[src/rtl/spi_pkg.sv]
// Shared constants for the SPI master: register map, CTRL/STATUS bit positions, FSM states.
package spi_pkg;

    localparam logic [1:0] ADDR_CTRL   = 2'd0;
    localparam logic [1:0] ADDR_STATUS = 2'd1;
    localparam logic [1:0] ADDR_TXDATA = 2'd2;
    localparam logic [1:0] ADDR_RXDATA = 2'd3;

    localparam int unsigned CTRL_EN      = 0;
    localparam int unsigned CTRL_CPOL    = 1;
    localparam int unsigned CTRL_CPHA    = 2;
    localparam int unsigned CTRL_LSB     = 3;
    localparam int unsigned CTRL_IRQ_EN  = 4;
    localparam int unsigned CTRL_CS_LSB  = 8;
    localparam int unsigned CTRL_DIV_LSB = 16;

    localparam int unsigned ST_BUSY       = 0;
    localparam int unsigned ST_TX_FULL    = 1;
    localparam int unsigned ST_TX_EMPTY   = 2;
    localparam int unsigned ST_RX_FULL    = 3;
    localparam int unsigned ST_RX_EMPTY   = 4;
    localparam int unsigned ST_TX_DROP    = 5;
    localparam int unsigned ST_RX_OVF     = 6;
    localparam int unsigned ST_TX_CNT_LSB = 8;
    localparam int unsigned ST_RX_CNT_LSB = 16;

    localparam logic [1:0] S_IDLE  = 2'd0;
    localparam logic [1:0] S_SETUP = 2'd1;
    localparam logic [1:0] S_SHIFT = 2'd2;
    localparam logic [1:0] S_GAP   = 2'd3;

endpackage

[src/rtl/spi_fifo.sv]
// Synchronous FIFO; a pop in the same cycle makes room for a push into a full FIFO.
module spi_fifo #(
    parameter int unsigned W     = 8,
    parameter int unsigned DEPTH = 4,
    localparam int unsigned CW   = $clog2(DEPTH) + 1
) (
    input  logic          clk,
    input  logic          rst,
    input  logic          push,
    input  logic [W-1:0]  wd,
    input  logic          pop,
    output logic [W-1:0]  rd,
    output logic          full,
    output logic          empty,
    output logic [CW-1:0] count
);

    localparam int unsigned AW = $clog2(DEPTH);

    logic [W-1:0]  mem [DEPTH];
    logic [AW-1:0] wp;
    logic [AW-1:0] rp;
    logic          do_push;
    logic          do_pop;

    assign full    = (count == CW'(DEPTH));
    assign empty   = (count == '0);
    assign do_pop  = pop & ~empty;
    assign do_push = push & (~full | do_pop);
    assign rd      = mem[rp];

    always_ff @(posedge clk) begin
        if (do_push) begin
            mem[wp] <= wd;
        end
    end

    always_ff @(posedge clk or posedge rst) begin
        if (rst) begin
            wp    <= '0;
            rp    <= '0;
            count <= '0;
        end else begin
            if (do_push) begin
                wp <= wp + 1'b1;
            end
            if (do_pop) begin
                rp <= rp + 1'b1;
            end
            case ({do_push, do_pop})
                2'b10:   count <= count + 1'b1;
                2'b01:   count <= count - 1'b1;
                default: count <= count;
            endcase
        end
    end

endmodule

[src/rtl/spi_master_fifo.sv]
// SPI master with CPU register map, TX/RX FIFOs, clock divider, CPOL/CPHA modes and chip selects.
module spi_master_fifo
    import spi_pkg::*;
#(
    parameter int unsigned W_DATA     = 32,
    parameter int unsigned W_FRAME    = 8,
    parameter int unsigned FIFO_DEPTH = 4,
    parameter int unsigned N_CS       = 2,
    parameter int unsigned DIV_W      = 8
) (
    input  logic              clk,
    input  logic              rst,
    input  logic [1:0]        cpu_addr,
    input  logic [W_DATA-1:0] cpu_wd,
    input  logic              cpu_we,
    input  logic              cpu_re,
    output logic [W_DATA-1:0] cpu_rd,
    output logic              spi_sclk,
    output logic              spi_mosi,
    input  logic              spi_miso,
    output logic [N_CS-1:0]   spi_cs_n,
    output logic              irq
);

    localparam int unsigned CW = $clog2(FIFO_DEPTH) + 1;
    localparam int unsigned EW = $clog2(2 * W_FRAME + 1);
    localparam logic [EW-1:0] LAST_EDGE = EW'(2 * W_FRAME - 1);

    logic               ctrl_en, ctrl_cpol, ctrl_cpha, ctrl_lsb, ctrl_irq_en;
    logic [7:0]         ctrl_cs;
    logic [DIV_W-1:0]   ctrl_div;
    logic               tx_drop, rx_ovf;

    logic [1:0]         state, state_nxt;
    logic [DIV_W-1:0]   div_cnt, div_l;
    logic [EW-1:0]      edge_cnt;
    logic               cpha_l, lsb_l;
    logic [W_FRAME-1:0] tx_sh, rx_sh, rx_nxt;

    logic               tx_push, tx_pop, tx_full, tx_empty;
    logic [W_FRAME-1:0] tx_head;
    logic [CW-1:0]      tx_count;
    logic               rx_push, rx_pop, rx_full, rx_empty;
    logic [W_FRAME-1:0] rx_head;
    logic [CW-1:0]      rx_count;

    logic               wr_ctrl, wr_status;
    logic               tick, last_edge, sample_edge, can_start, start;
    logic               unused_wd;

    function automatic logic first_out(input logic [W_FRAME-1:0] d, input logic lsb);
        return lsb ? d[0] : d[W_FRAME-1];
    endfunction

    function automatic logic [W_FRAME-1:0] shift_out(input logic [W_FRAME-1:0] d, input logic lsb);
        return lsb ? (d >> 1) : (d << 1);
    endfunction

    function automatic logic [W_FRAME-1:0] shift_in(input logic [W_FRAME-1:0] d, input logic lsb,
                                                    input logic b);
        return lsb ? ((d >> 1) | (W_FRAME'(b) << (W_FRAME - 1))) : ((d << 1) | W_FRAME'(b));
    endfunction

    // Out-of-range selects leave every line deasserted.
    function automatic logic [N_CS-1:0] cs_decode(input logic [7:0] sel);
        logic [N_CS-1:0] d;
        for (int unsigned i = 0; i < N_CS; i++) begin
            d[i] = (sel != 8'(i));
        end
        return d;
    endfunction

    assign unused_wd   = ^cpu_wd;
    assign wr_ctrl     = cpu_we & (cpu_addr == ADDR_CTRL);
    assign wr_status   = cpu_we & (cpu_addr == ADDR_STATUS);
    assign tx_push     = cpu_we & (cpu_addr == ADDR_TXDATA);
    assign rx_pop      = cpu_re & (cpu_addr == ADDR_RXDATA);

    assign tick        = (div_cnt == div_l);
    assign last_edge   = (edge_cnt == LAST_EDGE);
    assign can_start   = ctrl_en & ~tx_empty;
    assign sample_edge = (state == S_SHIFT) & tick & (edge_cnt[0] == cpha_l);
    assign rx_nxt      = sample_edge ? shift_in(rx_sh, lsb_l, spi_miso) : rx_sh;

    spi_fifo #(.W(W_FRAME), .DEPTH(FIFO_DEPTH)) u_tx_fifo (
        .clk   (clk),
        .rst   (rst),
        .push  (tx_push),
        .wd    (cpu_wd[W_FRAME-1:0]),
        .pop   (tx_pop),
        .rd    (tx_head),
        .full  (tx_full),
        .empty (tx_empty),
        .count (tx_count)
    );

    spi_fifo #(.W(W_FRAME), .DEPTH(FIFO_DEPTH)) u_rx_fifo (
        .clk   (clk),
        .rst   (rst),
        .push  (rx_push),
        .wd    (rx_nxt),
        .pop   (rx_pop),
        .rd    (rx_head),
        .full  (rx_full),
        .empty (rx_empty),
        .count (rx_count)
    );

    // Register map: CTRL fields and sticky flags (set wins over a same-cycle W1C).
    always_ff @(posedge clk or posedge rst) begin
        if (rst) begin
            ctrl_en     <= 1'b0;
            ctrl_cpol   <= 1'b0;
            ctrl_cpha   <= 1'b0;
            ctrl_lsb    <= 1'b0;
            ctrl_irq_en <= 1'b0;
            ctrl_cs     <= '0;
            ctrl_div    <= '0;
            tx_drop     <= 1'b0;
            rx_ovf      <= 1'b0;
        end else begin
            if (wr_ctrl) begin
                ctrl_en     <= cpu_wd[CTRL_EN];
                ctrl_cpol   <= cpu_wd[CTRL_CPOL];
                ctrl_cpha   <= cpu_wd[CTRL_CPHA];
                ctrl_lsb    <= cpu_wd[CTRL_LSB];
                ctrl_irq_en <= cpu_wd[CTRL_IRQ_EN];
                ctrl_cs     <= cpu_wd[CTRL_CS_LSB +: 8];
                ctrl_div    <= cpu_wd[CTRL_DIV_LSB +: DIV_W];
            end
            if (tx_push & tx_full & ~tx_pop) begin
                tx_drop <= 1'b1;
            end else if (wr_status & cpu_wd[ST_TX_DROP]) begin
                tx_drop <= 1'b0;
            end
            if (rx_push & rx_full & ~rx_pop) begin
                rx_ovf <= 1'b1;
            end else if (wr_status & cpu_wd[ST_RX_OVF]) begin
                rx_ovf <= 1'b0;
            end
        end
    end

    always_comb begin
        cpu_rd = '0;
        case (cpu_addr)
            ADDR_CTRL: begin
                cpu_rd[CTRL_EN]                = ctrl_en;
                cpu_rd[CTRL_CPOL]              = ctrl_cpol;
                cpu_rd[CTRL_CPHA]              = ctrl_cpha;
                cpu_rd[CTRL_LSB]               = ctrl_lsb;
                cpu_rd[CTRL_IRQ_EN]            = ctrl_irq_en;
                cpu_rd[CTRL_CS_LSB +: 8]       = ctrl_cs;
                cpu_rd[CTRL_DIV_LSB +: DIV_W]  = ctrl_div;
            end
            ADDR_STATUS: begin
                cpu_rd[ST_BUSY]                = (state != S_IDLE);
                cpu_rd[ST_TX_FULL]             = tx_full;
                cpu_rd[ST_TX_EMPTY]            = tx_empty;
                cpu_rd[ST_RX_FULL]             = rx_full;
                cpu_rd[ST_RX_EMPTY]            = rx_empty;
                cpu_rd[ST_TX_DROP]             = tx_drop;
                cpu_rd[ST_RX_OVF]              = rx_ovf;
                cpu_rd[ST_TX_CNT_LSB +: 8]     = 8'(tx_count);
                cpu_rd[ST_RX_CNT_LSB +: 8]     = 8'(rx_count);
            end
            ADDR_RXDATA: begin
                if (!rx_empty) begin
                    cpu_rd = W_DATA'(rx_head);
                end
            end
            default: cpu_rd = '0;
        endcase
    end

    // Next-state logic; a frame starts from IDLE or directly from GAP for back-to-back transfers.
    always_comb begin
        state_nxt = state;
        start     = 1'b0;
        tx_pop    = 1'b0;
        rx_push   = 1'b0;
        case (state)
            S_IDLE: begin
                if (can_start) begin
                    state_nxt = S_SETUP;
                    start     = 1'b1;
                    tx_pop    = 1'b1;
                end
            end
            S_SETUP: begin
                if (tick) begin
                    state_nxt = S_SHIFT;
                end
            end
            S_SHIFT: begin
                if (tick && last_edge) begin
                    state_nxt = S_GAP;
                    rx_push   = 1'b1;
                end
            end
            S_GAP: begin
                if (tick) begin
                    if (can_start) begin
                        state_nxt = S_SHIFT;
                        start     = 1'b1;
                        tx_pop    = 1'b1;
                    end else begin
                        state_nxt = S_IDLE;
                    end
                end
            end
            default: state_nxt = S_IDLE;
        endcase
    end

    always_ff @(posedge clk or posedge rst) begin
        if (rst) begin
            state <= S_IDLE;
        end else begin
            state <= state_nxt;
        end
    end

    // Serial datapath: divider, edge counter, shifters and pin drivers.
    always_ff @(posedge clk or posedge rst) begin
        if (rst) begin
            div_cnt  <= '0;
            div_l    <= '0;
            edge_cnt <= '0;
            cpha_l   <= 1'b0;
            lsb_l    <= 1'b0;
            tx_sh    <= '0;
            rx_sh    <= '0;
            spi_sclk <= 1'b0;
            spi_mosi <= 1'b0;
            spi_cs_n <= '1;
            irq      <= 1'b0;
        end else begin
            irq     <= ctrl_irq_en & ~rx_empty;
            div_cnt <= (state == S_IDLE || tick) ? '0 : div_cnt + 1'b1;
            if (state == S_IDLE) begin
                spi_sclk <= ctrl_cpol;
            end
            if (start) begin
                cpha_l   <= ctrl_cpha;
                lsb_l    <= ctrl_lsb;
                div_l    <= ctrl_div;
                edge_cnt <= '0;
                rx_sh    <= '0;
                spi_sclk <= ctrl_cpol;
                spi_cs_n <= cs_decode(ctrl_cs);
                if (!ctrl_cpha) begin
                    spi_mosi <= first_out(tx_head, ctrl_lsb);
                    tx_sh    <= shift_out(tx_head, ctrl_lsb);
                end else begin
                    tx_sh    <= tx_head;
                end
            end else if (state == S_SHIFT && tick) begin
                spi_sclk <= ~spi_sclk;
                edge_cnt <= edge_cnt + 1'b1;
                rx_sh    <= rx_nxt;
                if (!sample_edge && !last_edge) begin
                    spi_mosi <= first_out(tx_sh, lsb_l);
                    tx_sh    <= shift_out(tx_sh, lsb_l);
                end
            end else if (state == S_GAP && tick) begin
                spi_cs_n <= '1;
            end
        end
    end

endmodule
[config.mk]
export PLATFORM = sky130hd
export DESIGN_NAME = spi_master_fifo
export DESIGN_NICKNAME = d
export VERILOG_FILES = /design/src/rtl/spi_pkg.sv /design/src/rtl/spi_fifo.sv /design/src/rtl/spi_master_fifo.sv
export SDC_FILE = /design/constraint.sdc
export NUM_CORES = 1
export LEC_CHECK = 0
export BUFFER_PORTS_ARGS = -buffer_cell sky130_fd_sc_hd__buf_2
export CAP_MARGIN = 20
export CORE_MARGIN = 2
export CORE_UTILIZATION = 28
export CTS_BUF_LIST = sky130_fd_sc_hd__clkbuf_8
export CTS_CLUSTER_DIAMETER = 50
export DETAILED_ROUTE_END_ITERATION = 10
export PLACE_DENSITY_LB_ADDON = 0.2
export SLEW_MARGIN = 30
export SYNTH_ARGS = -nofsm -noshare
export SYNTH_HDL_FRONTEND = slang
export SYNTH_SLANG_ARGS = --single-unit
export TNS_END_PERCENT = 100
[constraint.sdc]
create_clock -name clk -period 3.9 [get_ports clk]
set_clock_uncertainty 0.15 [all_clocks]
set_input_delay 0.78 -clock clk [delete_from_list [all_inputs] [get_ports clk]]
set_output_delay 0.78 -clock clk [all_outputs]
set_load 0.01 [all_outputs]
==> out/results.ini <==
[finish]
area_growth_pct = 13.9
fin_nets = 694
final_cells = 983
fin_area_um2 = 8370
drive_above_1_share = 0.289
n_antenna_cell = 0

[clock_network]
clk_pin_slew_ps = 90
hold_buffers = 0
cts_sinks = 147
ctsResizeCount = 0
cts_max_level = 4
postCtsSetupRepairBufs = 0
clk_latency_ps = 450
cts_made_buffers = 17
clock_path_buffers = 2
clockRootBuffer = clkbuf_8
cts_tree = yes

[synthesis]
synth_top_area_frac = 0.276
synth_edf_count = 64
synth_common_cells = 81 x dfrtp_1, 64 x edfxtp_1, 61 x mux2_2
synthFlopType = dfrtp_1
synth.most_common_cell = dfrtp_1
synth_seq_cells = 147
ys_types = 58
synth-async-reset-ratio = 0.565
synth_top_area_cell = dfrtp_1
ys_seq_area_frac = 0.545
ys_top_cells_by_area = dfrtp_1 28%, edfxtp_1 26%, mux2_2 9.3%, mux2i_1 5.3%, ha_1 3.1%
synth_area_um2 = 7350
avgSynthCellArea_um2 = 12.7
syn_inst = 579
ys_warn_count = 0

[placed_design]
dpl.hpwl_um = 11800
gp_congestion = 0.788
portBuffers = 59
dpl_cell_area_um2 = 7940
dp_cells = 951

[power_and_ir_drop]
powerDensity_nw_per_um2 = 631
leakage_nw = 3.47
ir_drop_uv = 220

[floorplanning]
die_x_um = 166
rows = 59
initial_core_util = 0.284
boundaryPins = 76
die_area_um2 = 27600
die_y_um = 166
coreArea_um2 = 25900

[global_route]
grt_pass1_vias = 4770
grt_usage = 0.123
grt.overflow.total = 0
grt_pass1_wl_um = 26700
grt_max_degree = 49
antenna_found_initial = 0

[flow_run]
maxCapViolCount = 0

[timing]
finalHoldViolations = 0
timing.hold.ws_ps = 257
relSlewSlack = 0.469
setup_viol = 0
tightest_slew_ps = 797
fin_tns_setup_ps = 0
fin_crit_ps = 3190
fmax_ghz = 0.313
rsz0062_at_grt = false
finalMaxSlewViolations = 0
finalCritPeriodShare = 0.819

[status]
outcome = finished clean

[route]
num_vias = 4561
antenna_left = 0
drtPass1Iterations = 7
drc_errors = 0
drt-total-wl_um = 16500
via_per_inst = 4.64
dr.first_iter.drc_count = 267
wire_per_inst_um = 16.8

[hold_path]
hp-class = in -> async

[setup_path]
cp-start-kind = register
path_max_fanout = 7
required_ps = 4110
crit_arrival_ps = 3400
cp-end-kind = register
critPathKind = reg -> reg

[area by class of cell]
| class | instances | area [µm²] |
|---|---|---|
| multi-input combinational | 361 | 3010 |
| timing repair buffer | 66 | 348 |
| clock inverter | 15 | 193 |
| fill | 2574 | 17500 |
| sequential | 147 | 4000 |
| inverter | 42 | 160 |
| tap | 335 | 419 |
| clock buffer | 17 | 234 |
[through the flow]
| stage | worst slack, ps | power, mW | utilization |
|---|---|---|---|
| floorplan | 662 | 3.56 | - |
| global placement | 771 | 3.97 | 0.306 |
| detailed placement | 762 | 4.04 | 0.306 |
| CTS | 621 | 5.35 | 0.323 |
| global route | 481 | 5.63 | 0.323 |
| finish | 707 | 5.28 | 0.323 |
[registers in the layout, summed over array words and instances (netlist names), 2 cells and up]
name and flops:
div_l 8, div_cnt 8, u_rx_fifo.rp 2, edge_cnt 5
u_tx_fifo.rp 2, u_tx_fifo.mem 32, ctrl_div 8, u_tx_fifo.count 3
tx_sh 8, state 2, ctrl_cs 8, rx_sh 8
u_rx_fifo.mem 32, spi_cs_n 2, u_rx_fifo.count 3, u_tx_fifo.wp 2
u_rx_fifo.wp 2
[cell usage in the layout, fill, tap and decap left out, drive strengths merged, types with 3 or more instances in the layout]
cell       n
nand2b     5
bufinv     3
edfxtp    64
dfrtp     81
mux2      71
and3       4
mux2i     39
clkbuf    17
o22ai     18
ha        18
nand3     12
xnor2     13
a311oi     3
nor3      10
nor4       3
or2        3
clkinvlp   4
xor2      18
mux4       8
buf       66
nor2      37
o21ai     10
inv       49
a21oi     13
nand2     14
and2      23
conb       8
[report_power, final]
part | internal [mW] | switching [mW]
combinational | 0.827 | 0.826
sequential | 1.92 | 0.417
clock | 0.651 | 0.640
total | 3.40 | 1.88
[layer usage]
metal,up-vias,GRT usage,part of all wire
li1,2154,-,-
met1,2298,0.173,0.49
met2,103,0.193,0.46
met3,6,0.0231,0.038
met4,0,0.0371,0.0071
met5,-,0,0
[critical path, stage by stage, from the launching register on]
cell	delay (ps)
dfrtp_1	450
xor2_1	180
or4_4	600
nor4b_2	390
o31a_1	400
inv_1	80
ha_1	220
inv_1	70
fa_1	410
mux2i_1	150
[path summary, 6_finish.rpt]
path,end,start,slack [ps],cells past startpoint
setup reg to reg,u_tx_fifo.count[1],div_cnt[2],710,9
hold reg to reg,tx_drop,tx_drop,360,2
setup / recovery,u_tx_fifo.count[1],div_cnt[2],710,9
min in group clk,tx_drop,tx_drop,360,2
hold / removal,ctrl_div[2],rst,260,2
max in group asynchronous,div_cnt[3],rst,2610,3
[cell families (layout without fill, tap and decap cells)]
kind of cell             count (synthesis)  after routing  share of synthesized area
flip-flops                             147            147                      0.545
AND/OR/NAND/NOR                        126            126                     0.0918
multiplexers                           118            118                      0.191
buffers and inverters                   78            140                     0.0496
AO/OA/AOI/OAI                           58             58                     0.0499
XOR/XNOR                                31             31                     0.0370
adder cells (fa/ha/maj)                 20             20                     0.0361
other                                    1              8                   0.000510
Note: power is estimated with default switching activity, not from simulation.
